===== config.mk =====
export PLATFORM = sky130hd
export DESIGN_NAME = maze_path_replayer
export DESIGN_NICKNAME = d
export VERILOG_FILES = /design/src/rtl/maze_path_replayer_pkg.sv /design/src/rtl/path_lifo_mem.sv /design/src/rtl/maze_path_replayer.sv
export SDC_FILE = /design/constraint.sdc
export NUM_CORES = 1
export LEC_CHECK = 0
export ABC_AREA = 1
export CAP_MARGIN = 20
export CORE_MARGIN = 2
export CORE_UTILIZATION = 40
export DETAILED_ROUTE_END_ITERATION = 16
export MAX_ROUTING_LAYER = met4
export PLACE_DENSITY = 0.6
export SLEW_MARGIN = 0
export SYNTH_ARGS = -nofsm -noshare
export SYNTH_HDL_FRONTEND = slang
export SYNTH_SLANG_ARGS = --single-unit
export TNS_END_PERCENT = 30

===== constraint.sdc =====
create_clock -name clk -period 7.2 [get_ports clk]
set_input_delay 1.44 -clock clk [delete_from_list [all_inputs] [get_ports clk]]
set_output_delay 1.44 -clock clk [all_outputs]
set_load 0.05 [all_outputs]

===== src/rtl/maze_path_replayer_pkg.sv =====
// Shared definitions for the maze solver and its path replayer: move
// encoding, replayer state encoding and default geometry.
package maze_path_replayer_pkg;

  localparam logic [1:0] DIR_UP    = 2'b00;  // y - 1
  localparam logic [1:0] DIR_RIGHT = 2'b01;  // x + 1
  localparam logic [1:0] DIR_LEFT  = 2'b10;  // x - 1
  localparam logic [1:0] DIR_DOWN  = 2'b11;  // y + 1

  localparam int DEF_COORD_W = 4;
  localparam int DEF_DEPTH   = 256;
  localparam int DEF_PTR_W   = 9;

  typedef enum logic [1:0] {
    ST_IDLE,
    ST_LOAD,
    ST_EMIT,
    ST_DONE
  } rp_state_e;

endpackage


===== src/rtl/path_lifo_mem.sv =====
// Move storage for the path replayer: DEPTH x 2-bit register array with a
// synchronous write port and a combinational indexed read port.
module path_lifo_mem #(
  parameter int DEPTH = 256,
  parameter int AW    = 8
) (
  input  logic          clk,
  input  logic          we,
  input  logic [AW-1:0] waddr,
  input  logic [1:0]    wdata,
  input  logic [AW-1:0] raddr,
  output logic [1:0]    rdata
);

  logic [1:0] mem_q [DEPTH];

  // NOTE: the array has no reset; the owner's count decides which entries
  // are meaningful, so clearing storage is just zeroing that count.
  always_ff @(posedge clk) begin
    if (we) begin
      mem_q[waddr] <= wdata;
    end
  end

  assign rdata = mem_q[raddr];

endmodule


===== src/rtl/maze_path_replayer.sv =====
// Replays the solver's stored path (pushed goal-to-start) as a start-to-goal
// valid/ready move stream with the running coordinate before each move.
module maze_path_replayer
  import maze_path_replayer_pkg::*;
#(
  parameter int DEPTH   = DEF_DEPTH,
  parameter int COORD_W = DEF_COORD_W,
  parameter int PTR_W   = DEF_PTR_W
) (
  input  logic               clk,
  input  logic               rst,
  input  logic               clear,
  input  logic               wr_en,
  input  logic [1:0]         wr_dir,
  input  logic               run,
  input  logic               move_ready,
  output logic               move_valid,
  output logic [1:0]         move_dir,
  output logic [COORD_W-1:0] x,
  output logic [COORD_W-1:0] y,
  output logic               finished_reading,
  output logic               busy,
  output logic [PTR_W-1:0]   count,
  output logic               overflow,
  output logic               bound_err
);

  localparam int AW = (DEPTH > 1) ? $clog2(DEPTH) : 1;

  rp_state_e          state_q;
  logic [PTR_W-1:0]   count_q;
  logic [PTR_W-1:0]   rd_ptr_q;
  logic [COORD_W-1:0] x_q;
  logic [COORD_W-1:0] y_q;
  logic [COORD_W-1:0] x_d;
  logic [COORD_W-1:0] y_d;
  logic               wrap_d;
  logic               move_valid_q;
  logic               finished_q;
  logic               busy_q;
  logic               overflow_q;
  logic               bound_err_q;
  logic [1:0]         rd_dir;
  logic               can_store;
  logic               push_ok;

  assign can_store = (count_q < PTR_W'(DEPTH));
  assign push_ok   = wr_en && !rst && !clear && (state_q == ST_IDLE) && can_store;

  path_lifo_mem #(
    .DEPTH (DEPTH),
    .AW    (AW)
  ) u_mem (
    .clk   (clk),
    .we    (push_ok),
    .waddr (count_q[AW-1:0]),
    .wdata (wr_dir),
    .raddr (rd_ptr_q[AW-1:0]),
    .rdata (rd_dir)
  );

  // Position after the move currently offered; wrap flags a step off the grid.
  always_comb begin
    x_d    = x_q;
    y_d    = y_q;
    wrap_d = 1'b0;
    case (rd_dir)
      DIR_UP: begin
        y_d    = y_q - COORD_W'(1);
        wrap_d = (y_q == '0);
      end
      DIR_RIGHT: begin
        x_d    = x_q + COORD_W'(1);
        wrap_d = &x_q;
      end
      DIR_LEFT: begin
        x_d    = x_q - COORD_W'(1);
        wrap_d = (x_q == '0);
      end
      DIR_DOWN: begin
        y_d    = y_q + COORD_W'(1);
        wrap_d = &y_q;
      end
      default: begin
        x_d    = x_q;
        y_d    = y_q;
        wrap_d = 1'b0;
      end
    endcase
  end

  // NOTE: all state here is written with non-blocking assignments so every
  // register samples the pre-edge values of its neighbours.
  always_ff @(posedge clk) begin
    if (rst) begin
      state_q      <= ST_IDLE;
      count_q      <= '0;
      rd_ptr_q     <= '0;
      x_q          <= '0;
      y_q          <= '0;
      move_valid_q <= 1'b0;
      finished_q   <= 1'b0;
      busy_q       <= 1'b0;
      overflow_q   <= 1'b0;
      bound_err_q  <= 1'b0;
    end else if (clear) begin
      state_q      <= ST_IDLE;
      count_q      <= '0;
      rd_ptr_q     <= '0;
      x_q          <= '0;
      y_q          <= '0;
      move_valid_q <= 1'b0;
      finished_q   <= 1'b0;
      busy_q       <= 1'b0;
      overflow_q   <= 1'b0;
      bound_err_q  <= 1'b0;
    end else begin
      if (wr_en) begin
        if (push_ok) begin
          count_q <= count_q + PTR_W'(1);
        end else begin
          overflow_q <= 1'b1;
        end
      end

      case (state_q)
        ST_IDLE: begin
          if (run) begin
            state_q <= ST_LOAD;
            busy_q  <= 1'b1;
          end
        end
        ST_LOAD: begin
          // Top of the LIFO holds the move leaving the start cell.
          rd_ptr_q    <= count_q - PTR_W'(1);
          x_q         <= '0;
          y_q         <= '0;
          bound_err_q <= 1'b0;
          if (count_q == '0) begin
            state_q    <= ST_DONE;
            finished_q <= 1'b1;
          end else begin
            state_q      <= ST_EMIT;
            move_valid_q <= 1'b1;
          end
        end
        ST_EMIT: begin
          if (move_ready) begin
            x_q <= x_d;
            y_q <= y_d;
            if (wrap_d) begin
              bound_err_q <= 1'b1;
            end
            if (rd_ptr_q == '0) begin
              state_q      <= ST_DONE;
              move_valid_q <= 1'b0;
              finished_q   <= 1'b1;
            end else begin
              rd_ptr_q <= rd_ptr_q - PTR_W'(1);
            end
          end
        end
        ST_DONE: begin
          state_q    <= ST_IDLE;
          finished_q <= 1'b0;
          busy_q     <= 1'b0;
        end
        default: begin
          state_q <= ST_IDLE;
        end
      endcase
    end
  end

  assign move_valid       = move_valid_q;
  assign move_dir         = move_valid_q ? rd_dir : 2'b00;
  assign x                = x_q;
  assign y                = y_q;
  assign finished_reading = finished_q;
  assign busy             = busy_q;
  assign count            = count_q;
  assign overflow         = overflow_q;
  assign bound_err        = bound_err_q;

endmodule

==> results of run 1 <==
-- layout by cell type (no fill, tap or decap), types with 2 or more instances in the layout --
cell,count
a211oi_1,3
a21oi_1,33
buf_16,2
buf_4,24
buf_6,2
clkbuf_1,23
clkbuf_16,57
clkdlybuf4s50_1,29
clkinv_1,13
clkinv_2,9
dfxtp_1,38
dfxtp_4,2
edfxtp_1,512
fa_1,2
ha_1,17
inv_1,45
inv_2,4
inv_6,4
nand2_1,602
nand3_1,499
nand3_2,8
nand4_1,3
nor2_1,282
nor2_2,5
nor2_4,2
nor3_1,8
nor3_2,2
nor3b_1,2
nor4_1,7
o21ai_0,26
o21ai_1,3
or2_1,3
or2_2,3
xnor2_1,3
xor2_1,5
-- power by group through the flow --
stage | logic [mW] | registers (mW) | clock network (mW)
after CTS | 0.471 | 3.53 | 2.73
after global routing | 0.523 | 3.53 | 2.85
after global placement | 0.460 | 3.60 | 0
after detailed placement | 0.468 | 3.60 | 0
final | 0.470 | 3.53 | 2.69
after floorplan | 0.306 | 3.59 | 0
-- worst max-delay path, delay by kind of cell, from the launching register on --
kind | cells | cell delay [ns]
AND/OR/NAND/NOR | 9 | 1.02
buffers and inverters | 3 | 2.07
flip-flops | 1 | 0.52
AO/OA/AOI/OAI | 1 | 0.35
-- metal layers --
layer	global-route usage, %	vias to the layer above	part of all wire (%)
li1	-	7818	-
met1	26.9	8363	43
met2	34.6	582	48
met3	3.24	93	6.7
met4	4.90	0	2.0
met5	-	-	0
-- logic make-up (layout without fill, tap and decap cells) --
family,Yosys count,in the layout,synth area share (%)
simple gates,1428,1428,25.4
flops,553,553,67.5
compound gates,74,74,1.70
buf+inv,203,216,4.04
xor+xnor,8,8,0.292
fa+ha+maj,19,19,1.05
-- state kept, by name (all words and copies together) (netlist names), 2 cells and up, named ones only --
name,cells
u_mem.mem_q,512
count,9
state_q,2
x,4
y,4
rd_ptr_q,9
-- path summary, 6_finish.rpt --
path | end | start | depth (start not counted) | slack, ns
min | overflow | overflow | 2 | 0.48
max | move_dir[1] | register | 13 | 1.14
max reg2reg | y[3] | register | 20 | 2.63
min reg2reg | overflow | overflow | 2 | 0.48
-- layout make-up --
type / count / area (sq um)
fillers: 5484 / 32600
flip-flops and latches: 553 / 16200
multi-input cells: 1529 / 6880
clock buffers: 80 / 1510
well taps: 773 / 967
repair buffers: 58 / 568
inverters: 53 / 210
clock inverters: 25 / 149
-- metrics by stage --
stage	cell area [sq um]	instances	total power, mW
finish	26500	3071	6.69
global route	26500	3071	6.90
CTS	26500	3070	6.73
detailed placement	24800	2965	4.07
global placement	24800	2964	4.06
floorplan	24000	2285	3.90
==> results.ini, run 1 <==
[sta]
layout_setup_ws_ns = 1.14
finalCritPeriodShare_pct = 84.1
finalCriticalPeriod_ns = 6.06
hold-worst-slack_ns = 0.478
max_freq_mhz = 165
fin_setup_tns_ns = 0
finalHoldViolCount = 0
tightest_slew_ns = 1.03
rsz0062_at_grt = false
finalSetupViolCount = 0
slew_headroom_pct = 31.1
clock-skew-final_ns = 0.0216
slew_violations = 0

[clocking]
cts-resized-gates = 0
clock_tree.buffer_depth = 3
htree_levels = 2
numClockSinks = 553
clkLatencyLatePin_ns = 0.62
cts_hold_buf = 0
root_buffer = clkbuf_16
cts.clk_slew.worst_paths_ns = 0.06
post_cts_buffers = 0
tritoncts = done
cts-buffers-inserted = 56

[place]
dp_slack_ns = 1.77
gp_congestion = 0.834
place_hpwl_microns = 35300
port_buffers = 31

[floorplan]
die_w_microns = 249
initial_core_util_pct = 40.6
ios = 32
rows = 89
chipHeight_microns = 249
die_area_sq_um = 62000
core_area_sq_um = 59100

[synth]
ys_ff_latch = 553
synthDistinctLibCells = 41
syn_area_sq_um = 24000
async_flop_share_pct = 0
synth_edf_count = 512
syn_nets = 2312
yosysTopAreaCell = edfxtp_1
synth.top_cells.by_count = nand2_1, edfxtp_1, nand3_1, nor2_1, buf_2
syn_inst = 2285
synth_most_common_cell = nand2_1
netlist_top_cells_area = edfxtp_1, nand3_1, nand2_1, nor2_1, dfxtp_1
synth_flop_cell = edfxtp_1
synth_area_per_cell_sq_um = 10.5
synth_top_cell_area_share_pct = 64.1
yosysWarnings = 0
synth_sequential_area_ratio_pct = 67.5

[worst_setup_path]
critPathLaunchType = register
crit_type = reg2out
endpoint_kind = output port
crit_arrival_ns = 4.62
cpMostUsedCell = nand3_1
path_max_fanout = 83
max_stage_delay_ns = 0.88
crit_path_top_delay_cell = clkdlybuf4s50_1
crit_path_cell_trace = inv_6 > buf_4 > nand2_1 > nand3_1 > nand3_1 > nand3_1 > nand3_1 > nand2_1 > nand2_1 > nand3_1 > nand3_1 > a21oi_1 > clkdlybuf4s50_1
crit_required_ns = 5.76

[routing]
ant_nets = 0
wl_per_cell_microns = 20.6
routed_wl_microns = 63200
drc = 0
drt_iter0_drc = 1642
num_vias = 16900
first_pass_iters = 5
avgViaCountPerCell = 5.49

[finish]
drive_gt1_share_pct = 5.79
final_util_pct = 44.8
final_nets = 2278
antenna_cells = 0
area_growth_pct = 10.4

[power]
pwr-share-comb_pct = 7.0
powerDensity_nw_per_um2 = 252
pwr-share-clk_pct = 40.2
p_leak_nw = 8.95
switching_power_mw = 1.55
pwr-share-seq_pct = 52.8
switching_share_pct = 23.2
ir_worst_vdd_v = 0.000171
p_int_mw = 5.14

[global_routing]
grt_pass1_wl_microns = 96600
grt_max_degree = 116
grt_pass1_vias = 16500
antenna_found_initial = 0
grtUsageTotal_pct = 20.8
grt_overflow_total = 0

[outcome]
status = completed

[run]
cap_violations = 0

[hold_path]
hold_class = reg2reg

No activity file was read; power rests on OpenSTA's default activity.
==> inputs of run 2 (changes only) <==
Clock period 7.2 ns to 5.63 ns, I/O delays scaled along.
==> run 2 against run 1 <==
Power rose by 33%. Sequential share of layout area decreased by 0.45 points. Die area unchanged. Setup slack worse by 0.41 ns. Non-clock buffer count decreased by 1. Critical path depth stayed put. Flip-flop and latch count unchanged. Sequential power increased by 28%. Global-route usage rose by 0.44 points. Combinational power increased by 29%. Critical path type unchanged. Largest power group unchanged.
==> results.ini, run 2 (synthesis results as in run 1) <==
[outcome]
status = completed

[sta]
clock-skew-final_ns = 0.0149
finalHoldViolCount = 0
finalCriticalPeriod_ns = 4.90
rsz0062_at_grt = false
finalSetupViolCount = 0
max_freq_mhz = 204
slew_headroom_pct = 24.9
tightest_slew_ns = 1.12
fin_setup_tns_ns = 0
finalCritPeriodShare_pct = 87.0
slew_violations = 0

[global_routing]
grt_overflow_total = 0
grt_pass1_wl_microns = 98000
grt_max_degree = 157
antenna_found_initial = 0
grtUsageTotal_pct = 21.3
grt_pass1_vias = 16800

[clocking]
cts.clk_slew.worst_paths_ns = 0.06
tritoncts = done
cts-buffers-inserted = 59
cts-resized-gates = 0
clock_tree.buffer_depth = 3
root_buffer = clkbuf_16
htree_levels = 2
clkLatencyLatePin_ns = 0.62
post_cts_buffers = 0
numClockSinks = 553
cts_hold_buf = 0

[power]
p_int_mw = 6.85
powerDensity_nw_per_um2 = 332
pwr-share-comb_pct = 6.9
pwr-share-seq_pct = 50.9
ir_worst_vdd_v = 0.000219
p_leak_nw = 9.05
switching_share_pct = 22.8
switching_power_mw = 2.02
pwr-share-clk_pct = 42.3

[routing]
avgViaCountPerCell = 5.52
drt_iter0_drc = 1946
ant_nets = 0
routed_wl_microns = 64000
first_pass_iters = 5
wl_per_cell_microns = 20.8
num_vias = 17000
drc = 0

[finish]
area_growth_pct = 11.2
design_area_sq_um = 26700
final_nets = 2280
largest_reg_flops = 512
layout_commonest_cell = nand2_1
drive_gt1_share_pct = 6.13
top_register = u_mem.mem_q
fillCellCount = 5463
final_cell_mix = nand2_1, edfxtp_1, nand3_1, nor2_1, clkbuf_16
antenna_cells = 0

[floorplan]
core_area_sq_um = 59100
die_w_microns = 249
rows = 89
initial_core_util_pct = 40.6
chipHeight_microns = 249
die_area_sq_um = 62000
ios = 32

[worst_setup_path]
regToRegEndpoint = y[3]
crit_required_ns = 4.50
crit_type = reg2out
critPathLaunchType = register
ff2ff_path_depth = 21
endpoint_kind = output port
path_max_fanout = 130
crit_end = move_dir[1]
crit_arrival_ns = 3.77
r2r_setup_slack_ns = 1.35

[place]
port_buffers = 31
place_hpwl_microns = 35100
placed_area_sq_um = 24800
gp_congestion = 0.801

[hold_path]
hold_class = reg2reg

[run]
cap_violations = 0

[run 2: cell count changes in the layout (fill, tap and decap cells not counted), moves of 2 or more]
cell,change
clkdlybuf4s50_1,-2
buf_4,-2
clkinv_1,+2
bufinv_16,+4
clkbuf_1,-6
buf_12,+3
inv_6,-3
clkbuf_16,+4
[run 2: per-layer routing]
| metal | routed length, microns | GRT usage (%) |
|---|---|---|
| met1 | 27100 | 27.9 |
| met2 | 29200 | 33.6 |
| met3 | 5550 | 3.88 |
| met4 | 2150 | 6.82 |
| met5 | 0 | - |
[run 2: critical path, cell delays in order (launching register included)]
cell and delay (ns):
dfxtp_4 0.57, inv_6 0.45, buf_12 0.45, nand2_1 0.12, nand3_1 0.10, nand3_1 0.07
nand3_1 0.12, nand3_1 0.13, nand2_1 0.28, nand2_1 0.10, nand3_1 0.08, nand3_1 0.09
a21oi_1 0.22, buf_4 0.24
[run 2: metrics by stage]
stage | util, % | worst slack [ns] | total power, mW | hold WS, ns | std cells
floorplan | - | 2.37 | 4.99 | 0.456 | 2285
global placement | 41.9 | 1.38 | 5.20 | 0.463 | 2963
detailed placement | 41.9 | 1.34 | 5.21 | 0.484 | 2963
CTS | 45.1 | 0.711 | 8.92 | 0.501 | 3070
global route | 45.1 | 0.408 | 9.16 | 0.546 | 3072
finish | 45.1 | 0.732 | 8.87 | 0.497 | 3072
[run 2: area by class of cell]
cell class              instances  area, sq um  share of cell area [%]
clock inverters                29          256                   0.961
repair buffers                 57          581                    2.18
multi-input cells            1529         6880                    25.8
inverters                      53          206                   0.774
clock buffers                  78         1590                    5.96
well taps                     773          967                    3.62
flip-flops and latches        553        16200                    60.7
[run 2: worst min-delay path by stage]
stage,from,endpoint,slack [ns],depth (start not counted)
after floorplan,rd_ptr_q[0],register,0.46,2
after global placement,overflow,overflow,0.46,2
after detailed placement,overflow,overflow,0.48,2
after CTS,overflow,overflow,0.50,2
after global routing,state_q[0],state_q[0],0.55,2
final,overflow,overflow,0.50,2
[run 2: power groups by stage]
stage | clock network, mW | logic [mW] | registers, mW
finish | 3.75 | 0.608 | 4.51
global route | 3.97 | 0.677 | 4.51
CTS | 3.80 | 0.608 | 4.51
detailed placement | 0 | 0.606 | 4.60
global placement | 0 | 0.597 | 4.60
floorplan | 0 | 0.391 | 4.60
==> inputs of run 3 (changes only) <==
--- a/config.mk
+++ b/config.mk
@@ -12,2 +12,3 @@
 export DETAILED_ROUTE_END_ITERATION = 16
+export GPL_ROUTABILITY_DRIVEN = 0
 export MAX_ROUTING_LAYER = met4
--- a/constraint.sdc
+++ b/constraint.sdc
@@ -3,2 +3,2 @@
 set_output_delay 1.126 -clock clk [all_outputs]
-set_load 0.05 [all_outputs]
+set_load 0.005 [all_outputs]
==> run 3 against run 2 <==
Final area rose by 0.49%. Maximum frequency is 6.6% lower. Core utilization grew 0.22 points. Flip-flop and latch count unchanged. Non-clock buffer count up 6. Critical endpoint unchanged.
==> results.ini, run 3 (synthesis results as in run 1) <==
[outcome]
status = completed

[place]
place_hpwl_microns = 36000
port_buffers = 31

[global_routing]
grt_overflow_total = 0
antenna_found_initial = 2
grt_pass1_vias = 16800
grt_max_degree = 135
grtUsageTotal_pct = 21.5
grt_pass1_wl_microns = 99100

[floorplan]
chipHeight_microns = 249
initial_core_util_pct = 40.6
die_w_microns = 249
die_area_sq_um = 62000
core_area_sq_um = 59100
ios = 32
rows = 89

[clocking]
htree_levels = 2
tritoncts = done
cts_hold_buf = 0
cts.clk_slew.worst_paths_ns = 0.06
numClockSinks = 553
clkLatencyLatePin_ns = 0.62
cts-resized-gates = 0
root_buffer = clkbuf_16
cts-buffers-inserted = 58
post_cts_buffers = 0
clock_tree.buffer_depth = 3

[sta]
finalSetupViolCount = 0
tightest_slew_ns = 1.10
finalHoldViolCount = 0
hold-worst-slack_ns = 0.500
fin_setup_tns_ns = 0
finalCritPeriodShare_pct = 93.1
slew_headroom_pct = 27.0
finalCriticalPeriod_ns = 5.24
slew_violations = 0
max_freq_mhz = 191
rsz0062_at_grt = false
clock-skew-final_ns = 0.0135

[worst_setup_path]
crit_required_ns = 4.50
endpoint_kind = output port
critPathLaunchType = register
crit_end = move_dir[1]
path_max_fanout = 68
crit_arrival_ns = 4.12
ff2ff_path_depth = 21
crit_type = reg2out
regToRegEndpoint = y[3]
r2r_setup_slack_ns = 1.36

[routing]
ant_nets = 0
drt_iter0_drc = 1959
avgViaCountPerCell = 5.51
routed_wl_microns = 65100
first_pass_iters = 6
num_vias = 17000
wl_per_cell_microns = 21.1
drc = 0

[finish]
layout_commonest_cell = nand2_1
fillCellCount = 5461
seqCellArea_sq_um = 16200
area_growth_pct = 11.7
final_cell_mix = nand2_1, edfxtp_1, nand3_1, nor2_1, clkbuf_16
drive_gt1_share_pct = 6.42
top_register = u_mem.mem_q
multiInputGateArea_sq_um = 6880
largest_reg_flops = 512
final_nets = 2285

[power]
ir_worst_vdd_v = 0.000269
p_leak_nw = 9.10
powerDensity_nw_per_um2 = 333

[run]
cap_violations = 0

[hold_path]
hold_class = reg2reg

==> run 3: changes by cell type in the layout (fill, tap and decap cells not counted), moves of 2 or more <==
cell / delta
buf_12: +3
clkbuf_1: +2
clkbuf_8: +2
clkdlybuf4s50_1: +2
clkinv_1: -5
clkinvlp_4: +2
diode_2: +2
==> run 3: worst min path at each step <==
stage | start | endpoint | slack [ns] | depth (start not counted)
global placement | overflow | overflow | 0.46 | 2
global route | overflow | overflow | 0.52 | 2
floorplan | rd_ptr_q[0] | register | 0.46 | 2
CTS | overflow | overflow | 0.49 | 2
finish | overflow | overflow | 0.50 | 2
detailed placement | overflow | overflow | 0.47 | 2
==> run 3: final cells by class <==
class | instances | share of cell area, %
Clock buffer | 82 | 6.06
Multi-Input combinational cell | 1529 | 25.7
Tap cell | 773 | 3.61
Antenna cell | 2 | 0.0187
Inverter | 53 | 0.770
Timing Repair Buffer | 63 | 2.54
Sequential cell | 553 | 60.4
Clock inverter | 26 | 0.928
==> run 3: metrics by stage <==
step | utilization (%) | setup WS [ns] | total power, mW | instances | instance area [sq um]
2_1_floorplan | - | 2.97 | 4.98 | 2285 | 24000
3_3_place_gp | 42.1 | 1.10 | 5.20 | 2969 | 24900
3_5_place_dp | 42.2 | 1.13 | 5.21 | 2971 | 24900
4_1_cts | 45.3 | 0.454 | 8.98 | 3079 | 26800
5_1_grt | 45.4 | 0.173 | 9.20 | 3081 | 26800
6_report | 45.4 | 0.386 | 8.92 | 3081 | 26800
==> run 3: worst max-delay path, cell delays in order, from the launching register on <==
cell,delay [ns]
dfxtp_4,0.55
inv_6,0.48
buf_12,0.36
nand2_1,0.10
nand3_1,0.08
nand3_1,0.08
nand3_1,0.15
nand3_1,0.19
nand2_1,0.11
nand2_1,0.06
nand3_1,0.10
nand3_1,0.19
a21oi_1,0.39
clkdlybuf4s50_1,0.58
==> run 3: power by group <==
part | leakage, nW | total (mW) | switching [mW] | internal, mW
sequential | 4.93 | 4.52 | 0.0255 | 4.50
combinational | 3.25 | 0.603 | 0.433 | 0.170
clock | 0.913 | 3.80 | 1.57 | 2.23
total | 9.10 | 8.92 | 2.03 | 6.89
==> run 3: per-layer routing <==
layer | vias up | GRT usage [%] | wire length, microns | part of all wire (%)
met2 | 665 | 34.2 | 30300 | 46
met4 | 0 | 7.65 | 2090 | 3.2
li1 | 7863 | - | - | -
met1 | 8299 | 28.2 | 28100 | 43
met3 | 154 | 2.97 | 4680 | 7.2
met5 | - | - | 0 | 0
